### src/rtl/vga_timing_pkg.sv
// Shared raster constants for the 640x480@60 VGA path; used by the timing
// generator and by the colour stage that consumes x/y/disp_en.
package vga_timing_pkg;

  localparam int COORD_W = 10;

  localparam int DEF_CLK_DIV = 2;

  localparam int DEF_H_ACTIVE = 640;
  localparam int DEF_H_FP     = 16;
  localparam int DEF_H_SYNC   = 96;
  localparam int DEF_H_BP     = 48;
  localparam int DEF_H_TOTAL  = DEF_H_ACTIVE + DEF_H_FP + DEF_H_SYNC + DEF_H_BP;

  localparam int DEF_V_ACTIVE = 480;
  localparam int DEF_V_FP     = 10;
  localparam int DEF_V_SYNC   = 2;
  localparam int DEF_V_BP     = 33;
  localparam int DEF_V_TOTAL  = DEF_V_ACTIVE + DEF_V_FP + DEF_V_SYNC + DEF_V_BP;

  localparam logic SYNC_POL_LOW  = 1'b0;
  localparam logic SYNC_POL_HIGH = 1'b1;

  // Half-open interval test [lo, hi) used for all region decodes.
  function automatic logic in_span(input int pos, input int lo, input int hi);
    return (pos >= lo) && (pos < hi);
  endfunction

endpackage

### src/rtl/vga_pix_ce_gen.sv
// Pixel clock-enable divider: one-clk pix_ce pulse every CLK_DIV clocks,
// keeping the whole raster path in the single clk domain.
module vga_pix_ce_gen
  import vga_timing_pkg::*;
#(
  parameter int CLK_DIV = DEF_CLK_DIV
) (
  input  logic clk,
  input  logic rst,
  output logic pix_ce
);

  localparam int DW = (CLK_DIV > 1) ? $clog2(CLK_DIV) : 1;
  localparam logic [DW-1:0] DIV_LAST = DW'(CLK_DIV - 1);

  generate
    if (CLK_DIV < 1 || CLK_DIV > 16) begin : g_div_range_chk
      $error("vga_pix_ce_gen: CLK_DIV must be in 1..16");
    end
  endgenerate

  logic [DW-1:0] r_div_cnt;
  logic          r_pix_ce;

  always_ff @(posedge clk) begin
    if (rst) begin
      r_div_cnt <= '0;
      r_pix_ce  <= 1'b0;
    end else begin
      r_pix_ce  <= (r_div_cnt == DIV_LAST);
      r_div_cnt <= (r_div_cnt == DIV_LAST) ? '0 : r_div_cnt + DW'(1);
    end
  end

  assign pix_ce = r_pix_ce;

endmodule

### src/rtl/vga_timing_gen.sv
// Raster timing generator: pixel counters, registered sync/display-enable
// and coordinate outputs, plus line/frame start strobes aligned to pix_ce.
module vga_timing_gen
  import vga_timing_pkg::*;
#(
  parameter int   CLK_DIV  = DEF_CLK_DIV,
  parameter int   H_ACTIVE = DEF_H_ACTIVE,
  parameter int   H_FP     = DEF_H_FP,
  parameter int   H_SYNC   = DEF_H_SYNC,
  parameter int   H_BP     = DEF_H_BP,
  parameter int   V_ACTIVE = DEF_V_ACTIVE,
  parameter int   V_FP     = DEF_V_FP,
  parameter int   V_SYNC   = DEF_V_SYNC,
  parameter int   V_BP     = DEF_V_BP,
  parameter logic HS_POL   = SYNC_POL_LOW,
  parameter logic VS_POL   = SYNC_POL_LOW
) (
  input  logic               clk,
  input  logic               rst,
  output logic               pix_ce,
  output logic               h_sync,
  output logic               v_sync,
  output logic               disp_en,
  output logic [COORD_W-1:0] x,
  output logic [COORD_W-1:0] y,
  output logic               line_start,
  output logic               frame_start
);

  localparam int H_TOTAL = H_ACTIVE + H_FP + H_SYNC + H_BP;
  localparam int V_TOTAL = V_ACTIVE + V_FP + V_SYNC + V_BP;
  localparam int HS_BEG  = H_ACTIVE + H_FP;
  localparam int HS_END  = HS_BEG + H_SYNC;
  localparam int VS_BEG  = V_ACTIVE + V_FP;
  localparam int VS_END  = VS_BEG + V_SYNC;

  generate
    if (H_TOTAL > (1 << COORD_W) || V_TOTAL > (1 << COORD_W)) begin : g_total_chk
      $error("vga_timing_gen: H_TOTAL and V_TOTAL must not exceed 1024");
    end
  endgenerate

  localparam logic [COORD_W-1:0] H_LAST = COORD_W'(H_TOTAL - 1);
  localparam logic [COORD_W-1:0] V_LAST = COORD_W'(V_TOTAL - 1);

  logic               w_pix_ce;
  logic               w_active;
  logic               w_hs_region;
  logic               w_vs_region;
  logic               w_line_start;

  logic [COORD_W-1:0] r_h_cnt;
  logic [COORD_W-1:0] r_v_cnt;
  logic               r_h_sync;
  logic               r_v_sync;
  logic               r_disp_en;
  logic [COORD_W-1:0] r_x;
  logic [COORD_W-1:0] r_y;

  vga_pix_ce_gen #(
    .CLK_DIV(CLK_DIV)
  ) u_pix_ce_gen (
    .clk   (clk),
    .rst   (rst),
    .pix_ce(w_pix_ce)
  );

  assign w_active    = in_span(int'(r_h_cnt), 0, H_ACTIVE) && in_span(int'(r_v_cnt), 0, V_ACTIVE);
  assign w_hs_region = in_span(int'(r_h_cnt), HS_BEG, HS_END);
  assign w_vs_region = in_span(int'(r_v_cnt), VS_BEG, VS_END);

  // Outputs are loaded from the pre-advance counter value, so they trail the
  // counters by one pixel and hold steady for the whole pixel period.
  always_ff @(posedge clk) begin
    if (rst) begin
      r_h_cnt   <= '0;
      r_v_cnt   <= '0;
      r_h_sync  <= ~HS_POL;
      r_v_sync  <= ~VS_POL;
      r_disp_en <= 1'b0;
      r_x       <= '0;
      r_y       <= '0;
    end else if (w_pix_ce) begin
      r_disp_en <= w_active;
      r_x       <= w_active ? r_h_cnt : '0;
      r_y       <= w_active ? r_v_cnt : '0;
      r_h_sync  <= w_hs_region ? HS_POL : ~HS_POL;
      r_v_sync  <= w_vs_region ? VS_POL : ~VS_POL;
      if (r_h_cnt == H_LAST) begin
        r_h_cnt <= '0;
        r_v_cnt <= (r_v_cnt == V_LAST) ? '0 : r_v_cnt + COORD_W'(1);
      end else begin
        r_h_cnt <= r_h_cnt + COORD_W'(1);
      end
    end
  end

  // Strobes are gated by the registered pix_ce so they live exactly in the
  // pix_ce clk in which the counters sit on the first pixel.
  assign w_line_start = w_pix_ce && (r_h_cnt == '0);

  assign pix_ce      = w_pix_ce;
  assign h_sync      = r_h_sync;
  assign v_sync      = r_v_sync;
  assign disp_en     = r_disp_en;
  assign x           = r_x;
  assign y           = r_y;
  assign line_start  = w_line_start;
  assign frame_start = w_line_start && (r_v_cnt == '0);

endmodule

### config.mk
export PLATFORM = sky130hd
export DESIGN_NAME = vga_timing_gen
export DESIGN_NICKNAME = d
export VERILOG_FILES = /design/src/rtl/vga_timing_pkg.sv /design/src/rtl/vga_pix_ce_gen.sv /design/src/rtl/vga_timing_gen.sv
export SDC_FILE = /design/constraint.sdc
export NUM_CORES = 1
export LEC_CHECK = 0
export CAP_MARGIN = 10
export CORE_MARGIN = 2
export CORE_UTILIZATION = 50
export CTS_CLUSTER_SIZE = 10
export DETAILED_ROUTE_END_ITERATION = 8
export GPL_TIMING_DRIVEN = 0
export PLACE_DENSITY = 0.78
export SYNTH_ARGS = -nofsm -noshare
export SYNTH_HDL_FRONTEND = slang
export SYNTH_SLANG_ARGS = --single-unit
### constraint.sdc
create_clock -name clk -period 4.5 [get_ports clk]
set_input_delay 0.9 -clock clk [delete_from_list [all_inputs] [get_ports clk]]
set_output_delay 0.9 -clock clk [all_outputs]
set_load 0.1 [all_outputs]
After elaboration in Yosys (flattened, before gate mapping)
Index checks and enable logic that the tools add are counted.
{"block": "classes", "n_eq_ne": 2, "magnitude_cmp": 6, "addsub": 3, "n_reduce_logical": 9, "muxes": 6}
{"op": "$mux W10", "count": 4}
{"op": "$add A10 B1 Y10 const B", "count": 2}
{"op": "$eq A10 B10 Y1 const B", "count": 2}
{"op": "$logic_not A10 Y1", "count": 2}
{"op": "$lt A10 B10 Y1 const B", "count": 2}
{"op": "$lt A10 B9 Y1 const B", "count": 2}
{"op": "$ge A10 B10 Y1 const B", "count": 1}
{"op": "$ge A10 B9 Y1 const B", "count": 1}
{"op": "$logic_and A1 B1 Y1", "count": 5}
{"op": "$mux W1", "count": 2}
{"op": "$reduce_and A2 Y1", "count": 1}
{"op": "$reduce_or A2 Y1", "count": 1}
{"op": "$add A1 B1 Y1 const B", "count": 1}
{"block": "word_totals", "ff_bits": 45, "in_bits": 2, "output_inout_bits": 26}

Depth between registers and ports, before layout
{"block": "logic_depth", "depth_word": 3, "ltp_mapped": 7, "ltp_nobuf": 6}

Hierarchy
Synthesis repeated with hierarchy kept, for this count alone.
{"block": "unflattened", "cells_unflattened": 189, "hier_area_um2": 1890.6}
{"module": "vga_timing_gen", "cells_each": 185, "area_each_um2": 1833.0, "seq_area_each_um2": 860.8, "n_inst": 1}
{"module": "vga_pix_ce_gen", "cells_each": 4, "area_each_um2": 57.6, "seq_area_each_um2": 40.0, "n_inst": 1}

Worst setup path after synthesis
OpenSTA, ideal clock, no wires.
{"block": "synth_timing", "path_kind": "register to output", "from": "reg u_pix_ce_gen.r_pix_ce, in the netlist u_pix_ce_gen.pix_ce", "to": "out frame_start", "path_slack_ns": -1.961, "arrival_ns": 5.561, "path_stages_with_launch": 5, "path_buffers": 0, "cell_sequence": "dfxtp_1 > nor3b_4 > nand2_1 > nor4_1 > and4_1"}
{"block": "synth_via", "elab_chain_len": 2}
{"element": "start: declaration", "line_no": "vga_pix_ce_gen.sv:23", "text": "logic r_pix_ce;"}
{"element": "start signal: assignment", "line_no": "vga_pix_ce_gen.sv:30", "text": "r_pix_ce <= (r_div_cnt == DIV_LAST);"}
{"element": "$logic_and A1 B1 Y1", "line_no": "vga_timing_gen.sv:100", "text": "assign w_line_start = w_pix_ce && (r_h_cnt == '0);"}
{"element": "via line_start", "line_no": "vga_timing_gen.sv:26", "text": "output logic line_start,"}
{"element": "$logic_and A1 B1 Y1", "line_no": "vga_timing_gen.sv:109", "text": "assign frame_start = w_line_start && (r_v_cnt == '0);"}
{"element": "end: declaration", "line_no": "vga_timing_gen.sv:27", "text": "output logic frame_start"}
The timed path passes the listed nets, and every way through them passes these cells.

Final worst setup path
{"block": "layout_timing", "from": "reg r_h_cnt[0]", "to": "out frame_start"}
{"block": "layout_via", "elab_chain_len": 3}
{"element": "start: declaration", "line_no": "vga_timing_gen.sv:52", "text": "logic [COORD_W-1:0] r_h_cnt;"}
{"element": "start signal: assignment", "line_no": "vga_timing_gen.sv:93", "text": "r_h_cnt <= r_h_cnt + COORD_W'(1);"}
{"element": "$logic_not A10 Y1", "line_no": "vga_timing_gen.sv:100"}
{"element": "$logic_and A1 B1 Y1", "line_no": "vga_timing_gen.sv:100"}
{"element": "$logic_and A1 B1 Y1", "line_no": "vga_timing_gen.sv:109"}
Every way passes these cells.

==> flow_metrics.tcl <==
set metrics [dict create \
    syn_area_um2 1890 \
    hold_path_depth 1 \
    grt_pass1_wl_mm 6.22 \
    yosys.area.top_type "dfxtp_1" \
    critPathKind "flop to output pin" \
    grt_pass1_vias 1314 \
    synth_top_family_by_area "simple AND/OR/NAND/NOR gates" \
    cts_hold_buf 0 \
    crit_cells 7 \
    tns_ps 0 \
    place_hpwl_mm 2.58 \
    slew_viol_final 0 \
    antenna_found_initial 0 \
    h-tree-depth 2 \
    syn_area_per_cell_um2 9.78 \
    p_leak_nw 0.886 \
    maxCapViolCount 0 \
    grt_overflow 0 \
    grtUsageTotal_pct 19.1 \
    crit_family "buffers and inverters" \
    finalSetupViolCount 0 \
    ys_ff_latch 45 \
    synth_simple_gate_area_share_pct 25.2 \
    die_h_um 65.4 \
    antenna_cells 0 \
    reg2reg_slack_ps 2690 \
    post-route-min-period_ps 3750 \
    whs_ps 411 \
    rsz0062_at_grt "false" \
    cp_slowest_cell "clkdlybuf4s50_1" \
    synth-compound-area-share_pct 14.1 \
    syn-num-nets 199 \
    dpl.cell_count 268 \
    rr_startpoint "r_h_cnt[0]$_SDFFE_PP0P_" \
    routed_wl_mm 3.63 \
    avgViaCountPerCell 5.37 \
    skew_ps 4.07 \
    fillers 306 \
    drt_pass1_iterations 4 \
    synthCells 193 \
    grt_max_degree 15 \
    yosysMostFrequentCell "dfxtp_1" \
    synth-xor-area-share_pct 5.11 \
    cpPeakStageDelay_ps 1130 \
    clkSlewWorstSetupHoldPaths_ps 80 \
    die_area_um2 4280 \
    startpoint_type "flop" \
    drive_gt1_share_pct 9.21 \
    cts_buffer_depth 2 \
    finalInstanceArea_um2 2350 \
    hp-start "u_pix_ce_gen.r_div_cnt$_SDFF_PP0_" \
    hold_path.class "flop to flop" \
    fp-row-count 22 \
    drc 0 \
    power_density_nw_per_um2 326 \
    synthTopCellsByCount "dfxtp_1 (45), a22o_1 (18), nor2_1 (16)" \
    max_clock_freq_mhz 267 \
    cts_inserted_buffers 5 \
    clock_latency_ps 300 \
    ys_seq_area_share_pct 47.7 \
    synth-async-reset-ratio_pct 0 \
    status "finished clean" \
    initial_core_util_pct 51.9 \
    path_max_fanout 5 \
    synth_top_area_share_pct 47.7 \
    cts_setup_buffers 0 \
    via_count 1481 \
    ys_warn_count 0 \
    critPathBufInv 2 \
    ir_drop_v 0.000173 \
    required_ps 3600 \
    synth_edf_count 0 \
    yosysUniqueCellTypes 40 \
    synthMuxAreaShare_pct 0.531 \
    core_um2 3630 \
    whs_endpoint "u_pix_ce_gen.r_div_cnt$_SDFF_PP0_" \
    slew-limit-headroom_pct 35.3 \
    tritoncts "yes" \
    fin_crit_sh_pct 83.4 \
    pin_count 28 \
    portBuffers 27 \
    drt_iter0_markers 112 \
    wl_per_cell_um 13.2 \
    cts-root-buf "clkbuf_8" \
    ctsResizeCount 0 \
    gp_congestion 0.885 \
    hold_violations 0 \
    place_area_um2 2230 \
    path_cells "inv_1, ha_1, nor4b_1, nand2_1, nor4_4, and4_1, clkdlybuf4s50_1" \
    synth-main-ff-cell "dfxtp_1" \
    cts_num_sinks 45 \
    fin_nets 233 \
    r2r_end "r_v_cnt[2]$_SDFFE_PP0P_" \
    worstPathArrival_ps 2850 \
    syn2layout_area_growth_pct 24.7 \
    utilization_pct 64.7 \
    worstSetupEndpointType "output pin" \
    layout.cells.non_filler 276 \
    die_x_um 65.4 \
    synthTopCellsByArea "dfxtp_1 (48%), a22o_1 (8.4%), xor2_1 (3.7%)" \
    ant_nets 0 \
    tightest_slew_ps 967 \
    synth_fa_ha_area_share_pct 2.65 \
    rr_worst_depth 6 \
]
[report_power, final]
part | internal (mW) | switching [mW] | total (mW)
clock network | 0.180 | 0.138 | 0.318
logic | 0.0128 | 0.0330 | 0.0458
registers | 0.401 | 0.00284 | 0.403
total | 0.594 | 0.174 | 0.768
[per-layer routing]
layer	GRT usage (%)	wire, µm
met5	0	0
met4	10.9	66
met3	3.60	189
met2	27.7	1530
met1	26.5	1840
[stage by stage]
step / worst slack, ps / total power, mW
global route: 520 / 0.794
floorplan: 73.4 / 0.448
finish: 748 / 0.768
CTS: 729 / 0.773
global placement: 1090 / 0.459
detailed placement: 1080 / 0.459
[sequential cells by signal (all words and copies together), names as in the netlist]
name / flops
u_pix_ce_gen.r_div_cnt: 1
x: 10
y: 10
v_sync: 1
u_pix_ce_gen.pix_ce: 1
disp_en: 1
r_v_cnt: 10
r_h_cnt: 10
h_sync: 1
[cell usage in the layout (no fill, tap or decap), types with 2 or more instances in the layout]
| cell type | instances |
|---|---|
| and3_1 | 8 |
| nand2_1 | 6 |
| and4_1 | 4 |
| nand3b_1 | 2 |
| a21oi_1 | 8 |
| nor2_1 | 16 |
| or3_1 | 4 |
| clkdlybuf4s50_1 | 27 |
| nand4_1 | 8 |
| xor2_1 | 8 |
| nor3_1 | 3 |
| clkbuf_8 | 6 |
| inv_1 | 5 |
| nor4_1 | 2 |
| buf_4 | 3 |
| xnor2_1 | 3 |
| clkbuf_1 | 3 |
| dfxtp_1 | 45 |
| a22o_1 | 18 |
| ha_1 | 4 |
| a21o_1 | 2 |
| o21bai_1 | 2 |
| nand3_1 | 7 |
| nand2b_1 | 3 |
| o21ai_0 | 5 |
| buf_2 | 4 |
| nor2b_1 | 3 |
| and2_1 | 2 |
[worst max path at each step]
stage	slack (ps)	from	to
finish	750	r_h_cnt[0]$_SDFFE_PP0P_	frame_start
global route	520	r_h_cnt[1]$_SDFFE_PP0P_	frame_start
CTS	730	r_h_cnt[0]$_SDFFE_PP0P_	frame_start
detailed placement	1080	r_h_cnt[0]$_SDFFE_PP0P_	frame_start
global placement	1090	r_h_cnt[0]$_SDFFE_PP0P_	frame_start
floorplan	70	u_pix_ce_gen.pix_ce$_SDFF_PP0_	frame_start
[final cells by class]
class	count	area (µm²)	share of cell area (%)
repair buffers	27	270	11.5
plain buffers	12	68.8	2.93
multi-input cells	131	913	38.8
flip-flops and latches	45	901	38.3
clock inverters	2	37.5	1.60
well taps	48	60.1	2.55
clock buffers	6	82.6	3.51
inverters	5	18.8	0.798
[kinds of logic after synthesis]
logic type | count (synthesis)
buf+inv | 17
mux | 1
fa+ha+maj | 4
compound gates | 37
flops | 45
simple gates | 78
xor+xnor | 11
No activity file was read; power rests on OpenSTA's default activity.
